[src/rtl/pattern_cfg_master_if.sv]
// avalon_mm_if
// Avalon-MM bus bundle shared by the configuration master and register slaves.
//   address / write / writedata / read : driven by the master
//   waitrequest / readdata / readdatavalid : driven by the slave
// Parameters: ADDR_WIDTH (word address bits), DATA_WIDTH (data word bits).
interface avalon_mm_if #(
    parameter int ADDR_WIDTH = 2,
    parameter int DATA_WIDTH = 32
);
    logic [ADDR_WIDTH-1:0] address;
    logic                  write;
    logic [DATA_WIDTH-1:0] writedata;
    logic                  read;
    logic                  waitrequest;
    logic [DATA_WIDTH-1:0] readdata;
    logic                  readdatavalid;

    modport master (
        output address, write, writedata, read,
        input  waitrequest, readdata, readdatavalid
    );

    modport slave (
        input  address, write, writedata, read,
        output waitrequest, readdata, readdatavalid
    );
endinterface

[src/rtl/pattern_cfg_master.sv]
// pattern_cfg_master
// Programs the pattern/enable control register block over Avalon-MM:
// disable matching (addr 0 <= 0), write pattern words to addr 1..PAT_WIDTH,
// optionally read them back and compare, then write the enable bit to addr 0.
// Ports:
//   clk_i, rst_n_i  : clock, asynchronous active-low reset
//   amm_master_if   : Avalon-MM master side (avalon_mm_if.master)
//   start_i         : one-cycle start request, honoured only when idle
//   pattern_i       : pattern, word k = pattern_i[REG_WIDTH*(k-1) +: REG_WIDTH]
//   enable_i        : value for control bit 0 in the final write
//   busy_o          : sequence in progress
//   done_o          : one-cycle pulse after a successful sequence
//   error_o         : readback mismatch or read timeout, sticky until next start
module pattern_cfg_master #(
    parameter int REG_WIDTH = 32,
    parameter int REG_DEPTH = 4,
    parameter int PAT_WIDTH = REG_DEPTH - 1,
    parameter int PAT_SIZE  = PAT_WIDTH * REG_WIDTH,
    parameter bit VERIFY    = 1'b1,
    parameter int TIMEOUT   = 16
) (
    input  logic                clk_i,
    input  logic                rst_n_i,
    avalon_mm_if.master         amm_master_if,
    input  logic                start_i,
    input  logic [0:PAT_SIZE-1] pattern_i,
    input  logic                enable_i,
    output logic                busy_o,
    output logic                done_o,
    output logic                error_o
);
    localparam int ADDR_W = (REG_DEPTH > 1) ? $clog2(REG_DEPTH) : 1;
    localparam int TMR_W  = $clog2(TIMEOUT + 1);
    localparam logic [ADDR_W-1:0] LAST_WORD = ADDR_W'(PAT_WIDTH);

    typedef enum logic [2:0] {
        ST_IDLE,
        ST_DIS,
        ST_WR,
        ST_RD,
        ST_RD_WAIT,
        ST_EN
    } state_t;

    state_t               state_reg, state_next;
    logic [ADDR_W-1:0]    addr_reg, addr_next;
    logic [ADDR_W-1:0]    word_reg, word_next, word_inc;
    logic [REG_WIDTH-1:0] wdata_reg, wdata_next;
    logic                 write_reg, write_next;
    logic                 read_reg, read_next;
    logic                 done_reg, done_next;
    logic                 error_reg, error_next;
    logic [TMR_W-1:0]     timer_reg, timer_next;
    logic [0:PAT_SIZE-1]  pattern_reg;
    logic                 en_reg;
    logic                 latch;
    logic                 rd_resp;
    logic                 rd_fail;
    logic                 rd_match;
    logic                 wait_req;
    logic [REG_WIDTH-1:0] en_word;
    logic [REG_WIDTH-1:0] words [1:PAT_WIDTH];

    // Latched pattern viewed as individual register words, index = address
    for (genvar gi = 1; gi <= PAT_WIDTH; gi++) begin : g_word
        assign words[gi] = pattern_reg[REG_WIDTH*(gi-1) +: REG_WIDTH];
    end

    assign wait_req = amm_master_if.waitrequest;
    assign word_inc = word_reg + ADDR_W'(1);
    assign en_word  = {{(REG_WIDTH-1){1'b0}}, en_reg};
    assign rd_match = (amm_master_if.readdata == words[word_reg]);

    always_comb begin
        state_next = state_reg;
        addr_next  = addr_reg;
        word_next  = word_reg;
        wdata_next = wdata_reg;
        write_next = write_reg;
        read_next  = read_reg;
        timer_next = timer_reg;
        error_next = error_reg;
        done_next  = 1'b0;
        latch      = 1'b0;
        rd_resp    = 1'b0;
        rd_fail    = 1'b0;

        unique case (state_reg)
            ST_IDLE: begin
                if (start_i) begin
                    latch      = 1'b1;
                    error_next = 1'b0;
                    state_next = ST_DIS;
                    addr_next  = '0;
                    wdata_next = '0;
                    write_next = 1'b1;
                end
            end
            ST_DIS: begin
                if (!wait_req) begin
                    state_next = ST_WR;
                    word_next  = ADDR_W'(1);
                    addr_next  = ADDR_W'(1);
                    wdata_next = words[1];
                end
            end
            ST_WR: begin
                if (!wait_req) begin
                    if (word_reg == LAST_WORD) begin
                        word_next = ADDR_W'(1);
                        if (VERIFY) begin
                            state_next = ST_RD;
                            write_next = 1'b0;
                            read_next  = 1'b1;
                            addr_next  = ADDR_W'(1);
                        end else begin
                            state_next = ST_EN;
                            addr_next  = '0;
                            wdata_next = en_word;
                        end
                    end else begin
                        word_next  = word_inc;
                        addr_next  = word_inc;
                        wdata_next = words[word_inc];
                    end
                end
            end
            ST_RD: begin
                if (!wait_req) begin
                    // Same-cycle readdatavalid is consumed here without a wait state
                    if (amm_master_if.readdatavalid) begin
                        rd_resp = 1'b1;
                    end else begin
                        state_next = ST_RD_WAIT;
                        read_next  = 1'b0;
                        timer_next = TMR_W'(1);
                    end
                end
            end
            ST_RD_WAIT: begin
                // timer_reg counts cycles since acceptance; error shows TIMEOUT cycles after it
                if (amm_master_if.readdatavalid) begin
                    rd_resp = 1'b1;
                end else if (timer_reg >= TMR_W'(TIMEOUT - 1)) begin
                    rd_fail = 1'b1;
                end else begin
                    timer_next = timer_reg + TMR_W'(1);
                end
            end
            ST_EN: begin
                if (!wait_req) begin
                    state_next = ST_IDLE;
                    write_next = 1'b0;
                    addr_next  = '0;
                    wdata_next = '0;
                    done_next  = 1'b1;
                end
            end
            default: begin
                state_next = ST_IDLE;
            end
        endcase

        if (rd_resp && !rd_match) begin
            rd_fail = 1'b1;
        end

        if (rd_fail) begin
            // Abort leaves matching disabled: no enable write, no done pulse
            state_next = ST_IDLE;
            read_next  = 1'b0;
            write_next = 1'b0;
            addr_next  = '0;
            wdata_next = '0;
            error_next = 1'b1;
        end else if (rd_resp) begin
            if (word_reg == LAST_WORD) begin
                state_next = ST_EN;
                read_next  = 1'b0;
                write_next = 1'b1;
                addr_next  = '0;
                wdata_next = en_word;
            end else begin
                state_next = ST_RD;
                read_next  = 1'b1;
                word_next  = word_inc;
                addr_next  = word_inc;
            end
        end
    end

    always_ff @(posedge clk_i or negedge rst_n_i) begin
        if (!rst_n_i) begin
            state_reg   <= ST_IDLE;
            addr_reg    <= '0;
            word_reg    <= '0;
            wdata_reg   <= '0;
            write_reg   <= 1'b0;
            read_reg    <= 1'b0;
            done_reg    <= 1'b0;
            error_reg   <= 1'b0;
            timer_reg   <= '0;
            pattern_reg <= '0;
            en_reg      <= 1'b0;
        end else begin
            state_reg <= state_next;
            addr_reg  <= addr_next;
            word_reg  <= word_next;
            wdata_reg <= wdata_next;
            write_reg <= write_next;
            read_reg  <= read_next;
            done_reg  <= done_next;
            error_reg <= error_next;
            timer_reg <= timer_next;
            if (latch) begin
                pattern_reg <= pattern_i;
                en_reg      <= enable_i;
            end
        end
    end

    assign amm_master_if.address   = addr_reg;
    assign amm_master_if.write     = write_reg;
    assign amm_master_if.writedata = wdata_reg;
    assign amm_master_if.read      = read_reg;

    assign busy_o  = (state_reg != ST_IDLE);
    assign done_o  = done_reg;
    assign error_o = error_reg;
endmodule

[src/flat_wrapper.sv]
// flat-port wrapper written by rule: the top's interface ports become plain ports
module pattern_cfg_master_flat 
#(
    parameter int REG_WIDTH = 32,
    parameter int REG_DEPTH = 4,
    parameter int PAT_WIDTH = REG_DEPTH - 1,
    parameter int PAT_SIZE  = PAT_WIDTH * REG_WIDTH,
    parameter bit VERIFY    = 1'b1,
    parameter int TIMEOUT   = 16
)
  (clk_i, rst_n_i, start_i, pattern_i, enable_i, busy_o, done_o, error_o, amm_master_if_address, amm_master_if_write, amm_master_if_writedata, amm_master_if_read, amm_master_if_waitrequest, amm_master_if_readdata, amm_master_if_readdatavalid);
  avalon_mm_if #(.ADDR_WIDTH(2), .DATA_WIDTH((32))) amm_master_if_i ();
  input  logic clk_i;
  input  logic rst_n_i;
  input  logic start_i;
  input  logic [0:PAT_SIZE-1] pattern_i;
  input  logic enable_i;
  output logic busy_o;
  output logic done_o;
  output logic error_o;
  output wire logic [$bits(amm_master_if_i.address)-1:0] amm_master_if_address;
  output wire logic [$bits(amm_master_if_i.write)-1:0] amm_master_if_write;
  output wire logic [$bits(amm_master_if_i.writedata)-1:0] amm_master_if_writedata;
  output wire logic [$bits(amm_master_if_i.read)-1:0] amm_master_if_read;
  input wire logic [$bits(amm_master_if_i.waitrequest)-1:0] amm_master_if_waitrequest;
  input wire logic [$bits(amm_master_if_i.readdata)-1:0] amm_master_if_readdata;
  input wire logic [$bits(amm_master_if_i.readdatavalid)-1:0] amm_master_if_readdatavalid;
  assign amm_master_if_address = amm_master_if_i.address;
  assign amm_master_if_write = amm_master_if_i.write;
  assign amm_master_if_writedata = amm_master_if_i.writedata;
  assign amm_master_if_read = amm_master_if_i.read;
  assign amm_master_if_i.waitrequest = amm_master_if_waitrequest;
  assign amm_master_if_i.readdata = amm_master_if_readdata;
  assign amm_master_if_i.readdatavalid = amm_master_if_readdatavalid;
  pattern_cfg_master #(.REG_WIDTH(REG_WIDTH), .REG_DEPTH(REG_DEPTH), .PAT_WIDTH(PAT_WIDTH), .PAT_SIZE(PAT_SIZE), .VERIFY(VERIFY), .TIMEOUT(TIMEOUT)) u_core (.clk_i(clk_i), .rst_n_i(rst_n_i), .amm_master_if(amm_master_if_i), .start_i(start_i), .pattern_i(pattern_i), .enable_i(enable_i), .busy_o(busy_o), .done_o(done_o), .error_o(error_o));
endmodule
[config.mk]
export PLATFORM = sky130hd
export DESIGN_NAME = pattern_cfg_master_flat
export DESIGN_NICKNAME = d
export VERILOG_FILES = /design/src/rtl/pattern_cfg_master_if.sv /design/src/rtl/pattern_cfg_master.sv /design/src/flat_wrapper.sv
export SDC_FILE = /design/constraint.sdc
export NUM_CORES = 1
export LEC_CHECK = 0
export CAP_MARGIN = 25
export CORE_AREA = 3 3 136 138
export CTS_CLUSTER_DIAMETER = 30
export DETAILED_ROUTE_END_ITERATION = 8
export DIE_AREA = 0 0 139 141
export GPL_ROUTABILITY_DRIVEN = 1
export PLACE_DENSITY = 0.75
export SLEW_MARGIN = 20
export SYNTH_ARGS = -nofsm -noshare
export SYNTH_HDL_FRONTEND = slang
export SYNTH_SLANG_ARGS = --single-unit
export TNS_END_PERCENT = 1
[constraint.sdc]
create_clock -name clk_i -period 2.6 [get_ports clk_i]
set_input_delay 0.52 -clock clk_i [delete_from_list [all_inputs] [get_ports clk_i]]
set_output_delay 0.52 -clock clk_i [all_outputs]
set_load 0.05 [all_outputs]
==> metrics.txt <==
# TYPE chip_impl_metric gauge
chip_impl_info{name="status",value="finished with violations"} 1
chip_impl_info{name="violations",value="setup timing"} 1
chip_impl_metric{name="detailed_place.area",unit="sq mm"} 0.01043
chip_impl_metric{name="postSynthAreaPerCell",unit="sq um"} 11.43
chip_impl_metric{name="chipHeight",unit="microns"} 141
chip_impl_metric{name="hold_buffers",unit=""} 0
chip_impl_metric{name="hpwl",unit="microns"} 18010
chip_impl_metric{name="synth_top_cell_area_share",unit="%"} 45.96
chip_impl_metric{name="ys_seq_elements",unit=""} 145
chip_impl_metric{name="vias",unit=""} 6778
chip_impl_info{name="worstSetupStartpoint",value="u_core.word_reg[1]"} 1
chip_impl_metric{name="numCtsBuffers",unit=""} 17
chip_impl_metric{name="cp.depth",unit=""} 11
chip_impl_metric{name="number_of_antenna_violations_at_the_first_check_in_global_routing",unit=""} 0
chip_impl_metric{name="syn_inst",unit=""} 691
chip_impl_metric{name="yosysUniqueCellTypes",unit=""} 68
chip_impl_metric{name="diodes",unit=""} 0
chip_impl_metric{name="area_delta_synth_final",unit="%"} 43.99
chip_impl_info{name="r2r_end",value="u_core.word_reg[1]"} 1
chip_impl_metric{name="min_period_over_period",unit="%"} 103.4
chip_impl_info{name="cp_slowest_cell",value="sky130_fd_sc_hd__dfrtp_2"} 1
chip_impl_metric{name="buffering_stage_count_on_the_worst_path_with_inverters_included",unit=""} 3
chip_impl_metric{name="worstPathMaxFanout",unit=""} 11
chip_impl_info{name="critical_path.endpoint_type",value="flop"} 1
chip_impl_metric{name="drive_above_1_share",unit="%"} 34.39
chip_impl_info{name="path_class",value="flop to flop"} 1
chip_impl_info{name="rsz_0062_raised_after_global_routing",value="true"} 1
chip_impl_metric{name="final_critical_path_setup_slack",unit="ns"} -0.08829
chip_impl_metric{name="final_cell_count_no_fill",unit=""} 1167
chip_impl_metric{name="worst-r2r-setup-slack",unit="ns"} -0.09
chip_impl_metric{name="slew_viol_final",unit=""} 0
chip_impl_metric{name="htreeDepth",unit=""} 4
chip_impl_metric{name="max_clock_freq",unit="GHz"} 0.3720
chip_impl_info{name="ordered_cell_list_for_the_critical_path",value="buf_4 -> buf_6 -> mux2_2 -> o32a_1 -> o2111ai_1 -> nor4_1 -> nand4_1 -> buf_4 -> o41ai_4 -> mux2_4 -> o221ai_2"} 1
chip_impl_info{name="cts.root.buffer_cell",value="sky130_fd_sc_hd__clkbuf_16"} 1
chip_impl_metric{name="overflow",unit=""} 0
chip_impl_info{name="cpLargestDelayFamily",value="compound AO/OA/AOI/OAI gates"} 1
chip_impl_metric{name="clock-skew-final",unit="ns"} 0.01015
chip_impl_info{name="cp_common_cell",value="sky130_fd_sc_hd__buf_4"} 1
chip_impl_metric{name="max_slew.worst_pin.slew",unit="ns"} 0.5670
chip_impl_metric{name="syn-cell-area",unit="sq mm"} 0.007895
chip_impl_metric{name="synth-edff-count",unit=""} 0
chip_impl_metric{name="cp.arrival",unit="ns"} 2.99
chip_impl_metric{name="track_usage",unit="%"} 25.20
chip_impl_metric{name="dieWidth",unit="microns"} 139
chip_impl_metric{name="antenna_left",unit=""} 0
chip_impl_metric{name="drt_iter0_markers",unit=""} 606
chip_impl_metric{name="final.min_clock_period",unit="ns"} 2.688
chip_impl_metric{name="detailedRoute.firstPassIterationCount",unit=""} 7
chip_impl_metric{name="worst-endpoint-required",unit="ns"} 2.90
chip_impl_metric{name="timing.final.setup_violations",unit=""} 39
chip_impl_metric{name="cellLeakagePower",unit="nW"} 4.720
chip_impl_metric{name="route.detailed.vias_per_inst",unit=""} 5.808
chip_impl_metric{name="irDropWorstVdd",unit="V"} 0.0007648
chip_impl_metric{name="clk_path_buf_depth",unit=""} 2
chip_impl_info{name="hp-class",value="input port to asynchronous set/reset pin"} 1
chip_impl_metric{name="nets",unit=""} 1068
chip_impl_metric{name="ff2ff_path_depth",unit=""} 11
chip_impl_info{name="dominantRegCellSynth",value="sky130_fd_sc_hd__dfrtp_1"} 1
chip_impl_metric{name="post-route-cell-area",unit="sq mm"} 0.01137
chip_impl_metric{name="vias_in_the_first_global_route",unit=""} 7076
chip_impl_info{name="cp-start-kind",value="flop"} 1
chip_impl_metric{name="clock_sink_count",unit=""} 145
chip_impl_metric{name="std_cell_rows",unit=""} 48
chip_impl_metric{name="floorplan.die_area",unit="sq mm"} 0.01960
chip_impl_info{name="netlist.top_cell.by_area",value="sky130_fd_sc_hd__dfrtp_1"} 1
chip_impl_metric{name="port-buffer-count",unit=""} 172
chip_impl_metric{name="cap_viol_max_count",unit=""} 0
chip_impl_metric{name="finalHoldViolCount",unit=""} 0
chip_impl_metric{name="yosys_warning_count",unit=""} 0
chip_impl_metric{name="grt_first_pass_wirelength",unit="microns"} 38910
chip_impl_info{name="synth.top_cells.by_area",value="sky130_fd_sc_hd__dfrtp_1 (46%), sky130_fd_sc_hd__mux2_2 (19%), sky130_fd_sc_hd__a222oi_1 (4.1%), sky130_fd_sc_hd__mux2i_1 (3.5%), sky130_fd_sc_hd__nor2_2 (2.5%)"} 1
chip_impl_metric{name="detail_route.wirelength",unit="microns"} 24960
chip_impl_metric{name="async_flop_share",unit="%"} 100.0
chip_impl_metric{name="timing.max_slew.rel_slack",unit="%"} 62.20
chip_impl_metric{name="critical_path.max_stage_delay",unit="ns"} 0.44
chip_impl_metric{name="globalplace.congestion",unit=""} 0.9357
chip_impl_info{name="critical_path.reg2reg.startpoint",value="u_core.word_reg[1]"} 1
chip_impl_metric{name="grt_start_max_net_pins",unit=""} 58
chip_impl_metric{name="core_area",unit="sq mm"} 0.01730
chip_impl_metric{name="postSynthNetCount",unit=""} 830
chip_impl_metric{name="post-route-drc-count",unit=""} 0
chip_impl_metric{name="final_core_utilization",unit="%"} 65.73
chip_impl_metric{name="clk_pin_slew_worst_paths",unit="ns"} 0.06
chip_impl_metric{name="insertion_delay",unit="ns"} 0.43
chip_impl_metric{name="initial_core_util",unit="%"} 45.65
chip_impl_info{name="timing.critical_path.to",value="u_core.word_reg[1]"} 1
chip_impl_metric{name="routedWlPerCell",unit="microns"} 21.39
chip_impl_metric{name="placed_cells_incl_taps",unit=""} 1127
chip_impl_metric{name="io_pins",unit=""} 173
chip_impl_metric{name="pwr_density_cell",unit="mW/mm^2"} 1256
chip_impl_metric{name="number_of_flip_flops_in_the_largest_register",unit=""} 96
chip_impl_info{name="cts_tree",value="built"} 1
chip_impl_metric{name="synth_seq_area_share",unit="%"} 45.96
## layout make-up
class	count	area (sq um)
fill	1308	5928
multi-input combinational	486	4213
sequential	145	3631
timing repair buffer	261	2577
clock buffer	22	464.2
tap	225	281.5
clock inverter	10	133.9
inverter	18	67.56
## where the power goes
| group | switching [W] | leakage [nW] | internal, W |
|---|---|---|---|
| Clock | 0.000954 | 0.290 | 0.00155 |
| Combinational | 0.00372 | 2.66 | 0.00370 |
| Sequential | 0.00104 | 1.77 | 0.00331 |
## kinds of logic after synthesis
group | share of synthesized area, %
adders and majority gates | 0.7924
buffers and inverters | 3.772
AOI/OAI and AO/OA | 13.80
and+or+nand+nor | 10.05
DFF | 45.96
muxes | 22.52
xor gates and xnor gates | 3.106
## metal layers
layer | global-route usage, % | routed length, microns
met5 | 0 | 0
met4 | 9.269 | 599
met3 | 6.140 | 1699
met2 | 40.86 | 12110
met1 | 33.05 | 10550
## metrics by stage
stage / hold WS (ns) / setup TNS [ns] / setup slack (ns) / power, W
after floorplan: 0.2244 / 0 / 0.007454 / 0.008636
after global placement: 0.4684 / -13.57 / -0.3473 / 0.01100
after detailed placement: 0.4705 / -14.00 / -0.3847 / 0.01113
after CTS: 0.09126 / -0.1482 / -0.04981 / 0.01401
after global routing: 0.1087 / -4.658 / -0.1612 / 0.01504
final: 0.07587 / -0.9233 / -0.08829 / 0.01428
## worst register-to-register path, delay by kind of cell (launching register included)
kind / cells / cell delay, ns
DFF: 1 / 0.44
and+or+nand+nor: 2 / 0.51
buffers and inverters: 3 / 0.50
AOI/OAI and AO/OA: 4 / 0.59
muxes: 2 / 0.52
## placed cells by master, fill, tap and decap left out, drive strengths merged, types with 17 or more instances in the layout
master	count
inv	17
a222oi	32
nand2	33
clkdlybuf4s50	170
nor2	59
dfrtp	145
mux2i	28
clkbuf	22
buf	90
mux2	133
o21ai	24
## synthesized netlist by cell type (5+ instances only)
| library cell | number |
|---|---|
| sky130_fd_sc_hd__a21oi_1 | 15 |
| sky130_fd_sc_hd__a222oi_1 | 32 |
| sky130_fd_sc_hd__a22oi_1 | 5 |
| sky130_fd_sc_hd__a31oi_1 | 6 |
| sky130_fd_sc_hd__buf_2 | 6 |
| sky130_fd_sc_hd__clkbuf_1 | 24 |
| sky130_fd_sc_hd__dfrtp_1 | 145 |
| sky130_fd_sc_hd__ha_1 | 5 |
| sky130_fd_sc_hd__inv_1 | 17 |
| sky130_fd_sc_hd__mux2_2 | 130 |
| sky130_fd_sc_hd__mux2i_1 | 28 |
| sky130_fd_sc_hd__nand2_1 | 33 |
| sky130_fd_sc_hd__nand2b_1 | 7 |
| sky130_fd_sc_hd__nand3_1 | 9 |
| sky130_fd_sc_hd__nor2_1 | 28 |
| sky130_fd_sc_hd__nor2_2 | 31 |
| sky130_fd_sc_hd__nor2b_1 | 6 |
| sky130_fd_sc_hd__nor3_1 | 8 |
| sky130_fd_sc_hd__o21a_1 | 7 |
| sky130_fd_sc_hd__o21ai_0 | 24 |
| sky130_fd_sc_hd__o221ai_1 | 5 |
| sky130_fd_sc_hd__o22ai_1 | 13 |
| sky130_fd_sc_hd__xnor2_1 | 12 |
| sky130_fd_sc_hd__xor2_1 | 16 |
## what timing repair did
| item | in CTS | in global routing |
|---|---|---|
| resized for setup | 30 | 25 |
| endpoints found under the hold margin | 0 | 0 |
| setup buffers | 7 | 0 |
| cloned | 1 | 0 |
| endpoints found under the setup margin | 43 | 42 |
| pin swaps | 13 | 10 |
## worst min-delay path by stage
stage                                      end  cells past startpoint                      start  slack (ns)
2_1_floorplan  u_core.amm_master_if.address[0]                      0                    rst_n_i        0.22
3_3_place_gp         u_core.amm_master_if.read                      2  u_core.amm_master_if.read        0.47
3_5_place_dp         u_core.amm_master_if.read                      2  u_core.amm_master_if.read        0.47
4_1_cts                 u_core.pattern_reg[63]                      1                    rst_n_i        0.09
5_1_grt                 u_core.pattern_reg[57]                      1                    rst_n_i        0.11
6_report                u_core.pattern_reg[57]                      1                    rst_n_i        0.08
Note: power is estimated with default switching activity, not from simulation.
